==> config.mk <==
export PLATFORM = sky130hd
export DESIGN_NAME = shift_left_right_register
export DESIGN_NICKNAME = d
export VERILOG_FILES = /design/src/rtl/shift_reg_pkg.sv /design/src/rtl/shift_left_right_register.sv
export SDC_FILE = /design/constraint.sdc
export NUM_CORES = 1
export LEC_CHECK = 0
export CORE_AREA = 2 2 39 41
export DETAILED_ROUTE_END_ITERATION = 10
export DIE_AREA = 0 0 41 43
export GPL_TIMING_DRIVEN = 0
export PLACE_DENSITY_LB_ADDON = 0.2
export SLEW_MARGIN = 5
export SYNTH_ARGS = -nofsm -noshare
export SYNTH_HDL_FRONTEND = slang
export SYNTH_SLANG_ARGS = --single-unit
export TNS_END_PERCENT = 100
==> constraint.sdc <==
create_clock -name clk -period 1.1 [get_ports clk]
set_input_delay 0.22 -clock clk [delete_from_list [all_inputs] [get_ports clk]]
set_output_delay 0.22 -clock clk [all_outputs]
set_load 0.005 [all_outputs]
==> src/rtl/shift_reg_pkg.sv <==
// Shared constants for the bidirectional shift register.
// Direction encoding matches the shift_left_right port: 0 shifts toward the
// MSB, 1 shifts toward the LSB.
package shift_reg_pkg;

   localparam logic SHIFT_LEFT  = 1'b0;
   localparam logic SHIFT_RIGHT = 1'b1;

   localparam int SHIFT_REG_DEFAULT_WIDTH = 8;

endpackage : shift_reg_pkg

==> src/rtl/shift_left_right_register.sv <==
// Parallel-load, bidirectional shift register of WIDTH bits.
// Each clock either loads i or shifts the held word one bit left or right.
// There is no hold state; holding a value means keeping load_enable high.
// Optional macro SHIFT_ROTATE_EN: when defined, shifts wrap the outgoing bit
// around to the opposite end instead of zero-filling.
module shift_left_right_register
   import shift_reg_pkg::*;
#(
   parameter int WIDTH = SHIFT_REG_DEFAULT_WIDTH
) (
   input  logic             clk,
   input  logic             reset,
   input  logic [WIDTH-1:0] i,
   input  logic             load_enable,
   input  logic             shift_left_right,
   output logic [WIDTH-1:0] q
);

   logic [WIDTH-1:0] q_q;
   logic [WIDTH-1:0] q_d;

   // Next-state mux: load has priority over shifting; reset is applied in the flop stage.
   always_comb begin
      q_d = q_q;
      if (load_enable) begin
         q_d = i;
      end else begin
         case (shift_left_right)
`ifdef SHIFT_ROTATE_EN
            SHIFT_LEFT:  q_d = {q_q[WIDTH-2:0], q_q[WIDTH-1]};
            SHIFT_RIGHT: q_d = {q_q[0], q_q[WIDTH-1:1]};
`else
            SHIFT_LEFT:  q_d = {q_q[WIDTH-2:0], 1'b0};
            SHIFT_RIGHT: q_d = {1'b0, q_q[WIDTH-1:1]};
`endif
            default:     q_d = q_q;
         endcase
      end
   end

   // Register bank with synchronous clear that overrides load and shift.
   always_ff @(posedge clk) begin
      if (reset) begin
         q_q <= '0;
      end else begin
         q_q <= q_d;
      end
   end

   assign q = q_q;

endmodule : shift_left_right_register

# Word-level counts from Yosys, hierarchy flattened

Index checks and enable logic that the tools add are counted.

Bits of input ports: 12
Register bits after elaboration: 8
Word-level logic and storage cells: 4

Bitwise gates (word level): 1
Muxes and demuxes: 2

Operator list:

| operator                        | number |
|---|---|
| case mux 8 bit (2 select lines) | 1 |
| 2-to-1 mux 8 bit                | 1 |
| NOT 1 bit                       | 1 |

# Longest topological paths before layout

Gate-level depths: netlist (run 1).

Depth in word-level cells: 3
Mapped depth: 3
Mapped depth without buffers: 2

# Worst setup path before layout (run 1)

OpenSTA, ideal clock, no wires.

Kind: in2reg
Start point: input port shift_left_right
End point: register q_q[7] (netlist: q[7])
Stages: 3
Path slack: 0.211 ns
Arrival: 0.819 ns
Buffers on the path: 1
Data required time: 1.030 ns
Cells stage by stage: buf_6 or3b_1 a21oi_1

Longest elaborated chain between the ends: 3

Ends and longest elaborated chain:

| what                              | RTL line                        | text |
|---|---|---|
| from (decl)                       | shift_left_right_register.sv:15 | `input logic shift_left_right,` |
| NOT 1 bit                         | shift_left_right_register.sv:28 | `case (shift_left_right)` |
| case mux 8 bit (2 select lines) * | shift_left_right_register.sv:28 |  |
| 2-to-1 mux 8 bit *                | shift_left_right_register.sv:25 | `if (load_enable) begin` |
| to (signal assigned)              | shift_left_right_register.sv:46 | `q_q <= q_d;` |
| to (decl)                         | shift_left_right_register.sv:19 | `logic [WIDTH-1:0] q_q;` |

Every way passes the cells marked *; elsewhere a longest branch is shown, timed or not.
A chain may end at the register's enable or synchronous reset.

# Worst setup path in the final report (run 1)

Start point: input port load_enable
End point: register q_q[3] (netlist: q[3])

Longest elaborated chain between the ends: 1

Ends and longest elaborated chain:

| what             | RTL line                        | text |
|---|---|---|
| from (decl)      | shift_left_right_register.sv:14 | `input logic load_enable,` |
| 2-to-1 mux 8 bit | shift_left_right_register.sv:25 |  |

No other way between the ends.

==> results by group, run 1 <==
Worst hold path
  • HP Class: primary input to flop
  • Endpoint, Worst Hold: q[0]
  • Hold depth: 3
  • Min-delay src: shift_left_right

Layout
  • P&R area growth vs syn: 63.9%
  • Ant diodes: 0
  • Final Util: 0.427
  • Most common cell after layout, fill and taps aside: clkdlybuf4s50_1
  • Max reg flops: 8
  • Most frequent cells in the layout: clkdlybuf4s50_1 (9), dlygate4sd2_1 (8), mux2i_1 (6), nor2b_1 (6), dfxtp_2 (6)
  • Post-Layout Cell Count: 72
  • Layout cells sized above 1: 0.250
  • Nets: 70
  • Design area: 591 um^2

STA
  • Final worst path period need: 1.06 ns
  • Final setup fails: 0
  • Setup TNS: 0 ns
  • Max-slew headroom at the worst pin: 0.741
  • Clk_skew: 0.00291 ns
  • Final period utilization: 0.961
  • Hold Violations, Final: 0
  • Fmax: 0.946 GHz
  • Tightest Pin Transition: 0.389 ns
  • Fin. max-slew vios: 0
  • RSZ-0062 raised after global routing: yes

Drt
  • Antenna Nets Post-Route: 0
  • Drt drc: 0
  • Drt total wl: 834 um
  • Via/cell ratio: 4.50
  • Drt initial violations: 2
  • Avg WL per Cell: 11.6 um
  • Max Used Layer: met3
  • DRT met1 WL: 368 um
  • DRT Pass-1 Iters: 2
  • Metal2 WL: 399 um
  • WL met3: 65 um
  • Total number of vias: 324

Synth
  • Largest area contributor in the netlist: dfxtp_1
  • Top post-synthesis cells by area: dfxtp_1 (44%), mux2i_1 (17%), a211oi_1 (13%)
  • Yosys warns: 0
  • Post-Syn Area: 360 um^2
  • Sequential-to-total area share from yosys stat: 0.444
  • Net Count, Synth: 48
  • Cell count after synthesis: 36
  • Post-synth cell types: 12
  • Area fraction of the dominant cell type after synthesis: 0.444
  • Syn_area_per_cell: 10.0 um^2
  • Synthesized flop and latch total: 8

Die
  • Starting Density: 0.260
  • Core Footprint: 0.00138 mm^2
  • Row count: 14
  • Die area: 0.00176 mm^2
  • Num ports: 20
  • DIE HEIGHT: 43 um
  • Die width: 41 um

Clock network
  • Setup Buffers After CTS: 0
  • Worst-path clk slew: 0.05 ns
  • Post-CTS Hold Buffers: 0
  • Clk_lat worst skew: 0.25 ns
  • CTS tree: done
  • Root Buffer Master: clkbuf_4
  • Clk buf depth: 2
  • Total clock sinks: 8
  • Clock buffer count from CTS: 3
  • # H-tree levels: 1

Power and ir drop
  • VDD IR-drop max: 0.000775 V
  • Tot Pwr: 0.675 mW
  • Leakage power: 0.252 nW
  • PD cells: 1140 mW/mm^2

Critical path
  • Crit path required time: 1.26 ns
  • WP data arrival: 1.22 ns
  • Worst r2r src: q[6]
  • Reg2reg end: q[7]
  • CP Launch Type: primary input
  • Setup crit end kind: flop
  • CP max FO: 10
  • Worst Path Class, Setup: primary input to flop
  • Worst r2r path cells: 2
  • R2R Setup Slk: 0.21 ns

Placed design
  • Dpl cells: 69
  • Placed Area: 551 um^2
  • Placer Congestion: 0.672
  • Number of buffers added on ports: 17

Job
  • Max Cap Viol: 0

Run status
  • Status: finished, final reports clean

Global routing
  • Vias in the first global route: 322
  • First-pass GRT wire length: 1.37 mm
  • Total track usage: 0.123
  • Antenna violations before repair: 0
  • GRT Residual Overflow: 0
  • Largest net degree at the start of global routing: 11
[synthesized netlist by cell type]
cell,count
a21oi_1,2
or3b_1,1
buf_6,1
clkbuf_2,1
buf_1,1
mux2i_1,6
dfxtp_1,8
nand3b_1,1
a211oi_1,6
nor2b_1,6
nand2_1,2
inv_1,1
[layer usage]
metal	global-route usage	up-vias
met5	0	-
met4	0.0400	0
met3	0.0942	0
met2	0.166	11
met1	0.147	147
li1	-	166
[cell type report]
cell class	instances	area (um^2)
Timing Repair Buffer	17	160
Tap cell	16	20.0
Multi-Input combinational cell	24	186
Sequential cell	8	168
Clock buffer	3	22.5
Inverter	1	7.51
Fill cell	151	793
Buffer	3	26.3
[worst max-delay path by stage]
stage | startpoint | endpoint | slack, ns | cells past startpoint
6_report | load_enable | q[3] | 0.04 | 4
5_1_grt | load_enable | q[4] | -0.002 | 4
4_1_cts | load_enable | q[2] | 0.02 | 4
3_5_place_dp | load_enable | q[2] | -0.29 | 4
3_3_place_gp | load_enable | q[3] | -0.28 | 4
2_1_floorplan | shift_left_right | q[7] | 0.21 | 3
[per-stage QoR]
stage               setup slack, ns  hold slack (ns)
floorplan                     0.211            0.364
global placement             -0.278            0.505
detailed placement           -0.294            0.521
CTS                          0.0223            0.288
global route               -0.00191            0.297
finish                       0.0430            0.297
[worst max-delay path, stage by stage]
cell	delay (ns)
clkdlybuf4s50_1	0.48
buf_6	0.14
clkinvlp_4	0.15
a211oi_1	0.22
[cells by family (layout without fill, tap and decap cells)]
| kind of cell | count (synthesis) | in the layout | synth area share |
|---|---|---|---|
| compound gates | 8 | 8 | 0.153 |
| buf+inv | 4 | 24 | 0.0659 |
| simple gates | 10 | 10 | 0.170 |
| mux | 6 | 6 | 0.167 |
| flops | 8 | 8 | 0.444 |
[repair_timing]
action                     in CTS  in global routing
setup endpoints to repair       9                  2
hold endpoints to repair        0                  0
pin swaps                       0                  0
resized for setup              15                  5
[where the power goes]
part | total [mW] | internal [mW] | leakage, nW | switching (mW)
Sequential | 0.328 | 0.314 | 0.0681 | 0.0144
Combinational | 0.130 | 0.0817 | 0.170 | 0.0483
Clock | 0.217 | 0.124 | 0.0138 | 0.0929
Total | 0.675 | 0.520 | 0.252 | 0.156
Power figures use the tool's default switching activity.
==> run 2: changes to the inputs <==
--- a/config.mk
+++ b/config.mk
@@ -10,6 +10,7 @@
 export DIE_AREA = 0 0 41 43
 export GPL_TIMING_DRIVEN = 0
 export PLACE_DENSITY_LB_ADDON = 0.2
+export SKIP_CTS_REPAIR_TIMING = 1
 export SLEW_MARGIN = 5
 export SYNTH_ARGS = -nofsm -noshare
 export SYNTH_HDL_FRONTEND = slang
==> run 2 against run 1 <==
Effect of this change:
- count of clock-buffer cells in the layout unchanged
- highest routed layer unchanged
- critical path depth is the same
- worst setup slack improved by 0.050 ns
- clock power about the same
- first-iteration DRC count did not move
- final area grew 2.1%
==> results by group, run 2 (same netlist as run 1, synthesis figures left out) <==
Drt
  • Avg WL per Cell: 11.5 um
  • Drt total wl: 828 um
  • Total number of vias: 327
  • Drt initial violations: 2
  • Via/cell ratio: 4.54
  • Drt drc: 0
  • DRT Pass-1 Iters: 2
  • Antenna Nets Post-Route: 0

Die
  • Row count: 14
  • Num ports: 20
  • Core Footprint: 0.00138 mm^2
  • DIE HEIGHT: 43 um
  • Starting Density: 0.260
  • Die area: 0.00176 mm^2
  • Die width: 41 um

Critical path
  • Setup crit end kind: flop
  • Slowest cell on crit path: clkdlybuf4s50_1
  • R2R Setup Slk: 0.21 ns
  • WP data arrival: 1.16 ns
  • Crit path required time: 1.25 ns
  • Worst Path Class, Setup: primary input to flop
  • Crit path max-delay family: buffers and inverters
  • Worst r2r src: q[6]
  • Worst r2r path cells: 2
  • CP max FO: 10
  • CP Buf/Inv Count: 3
  • CP peak stage delay: 0.46 ns
  • CP Cell Sequence: clkdlybuf4s50_1 > clkbuf_4 > inv_2 > a211oi_1
  • CP Launch Type: primary input
  • Reg2reg end: q[7]

Global routing
  • Antenna violations before repair: 0
  • First-pass GRT wire length: 1.35 mm
  • GRT Residual Overflow: 0
  • Total track usage: 0.121
  • Vias in the first global route: 322
  • Largest net degree at the start of global routing: 11

Clock network
  • Worst-path clk slew: 0.05 ns
  • Clock buffer count from CTS: 3
  • Total clock sinks: 8
  • CTS tree: done
  • # H-tree levels: 1
  • Clk buf depth: 2
  • Root Buffer Master: clkbuf_4
  • Clk_lat worst skew: 0.25 ns

Layout
  • Layout cells sized above 1: 0.214
  • Final Util: 0.436
  • Most common cell after layout, fill and taps aside: clkdlybuf4s50_1
  • Most frequent cells in the layout: clkdlybuf4s50_1 (9), dlymetal6s2s_1 (8)
  • Max reg flops: 8
  • P&R area growth vs syn: 67.4%
  • Post-Layout Cell Count: 72
  • Nets: 70
  • Ant diodes: 0

Worst hold path
  • Hold depth: 3
  • HP Class: primary input to flop
  • Min-delay src: shift_left_right
  • Endpoint, Worst Hold: q[0]

STA
  • Max-slew headroom at the worst pin: 0.775
  • Final setup fails: 0
  • Final period utilization: 0.915
  • Tightest Pin Transition: 0.337 ns
  • Fmax: 0.993 GHz
  • Final worst path period need: 1.01 ns
  • Post-route worst setup slack: 0.0933 ns
  • Clk_skew: 0.00211 ns
  • Hold Violations, Final: 0
  • RSZ-0062 raised after global routing: no
  • Fin. max-slew vios: 0

Placed design
  • Number of buffers added on ports: 17
  • Setup WS pre-CTS: -0.294 ns
  • Placer Congestion: 0.672
  • Dpl cells: 69

Power and ir drop
  • VDD IR-drop max: 0.000771 V
  • Leakage power: 0.343 nW
  • PD cells: 1120 mW/mm^2

Run status
  • Status: finished, final reports clean

Job
  • Max Cap Viol: 0
-- run 2: cell type report --
cell class | count | area (um^2)
fill | 150 | 781
inverter | 1 | 3.75
multi-input combinational | 24 | 176
tap | 16 | 20.0
buffer | 3 | 22.5
sequential | 8 | 168
clock buffer | 3 | 22.5
timing repair buffer | 17 | 190
-- run 2: report_power, final --
group	switching, mW	total, mW	internal (mW)
combinational	0.0442	0.130	0.0853
clock	0.0933	0.218	0.124
sequential	0.0144	0.328	0.314
-- run 2: worst max-delay path by stage --
stage	end	cells past startpoint	from
global placement	q[3]	4	load_enable
finish	q[2]	4	load_enable
global route	q[2]	4	load_enable
detailed placement	q[2]	4	load_enable
CTS	q[1]	1	q[1]
floorplan	q[7]	3	shift_left_right
-- run 2: per-stage QoR --
stage / total power [mW] / hold WS, ns / TNS (ns) / cell area (um^2)
6_report: 0.675 / 0.296 / 0 / 603
5_1_grt: 0.725 / 0.297 / 0 / 603
4_1_cts: 0.688 / 0.288 / -1.92 / 573
3_5_place_dp: 0.467 / 0.521 / -1.80 / 551
3_3_place_gp: 0.467 / 0.505 / -1.75 / 551
2_1_floorplan: 0.384 / 0.364 / 0 / 360
-- run 2: worst reg2reg max path, stage by stage, from the launching register on --
cell	delay, ns
dfxtp_2	0.34
or3b_1	0.34
a21oi_1	0.14
-- run 2: routing by layer --
| metal | share of wire | GRT usage | up-vias |
|---|---|---|---|
| met5 | 0 | 0 | - |
| met4 | 0 | 0.0400 | 0 |
| met3 | 0.076 | 0.0942 | 0 |
| met2 | 0.48 | 0.159 | 11 |
| met1 | 0.44 | 0.147 | 149 |
| li1 | - | - | 167 |
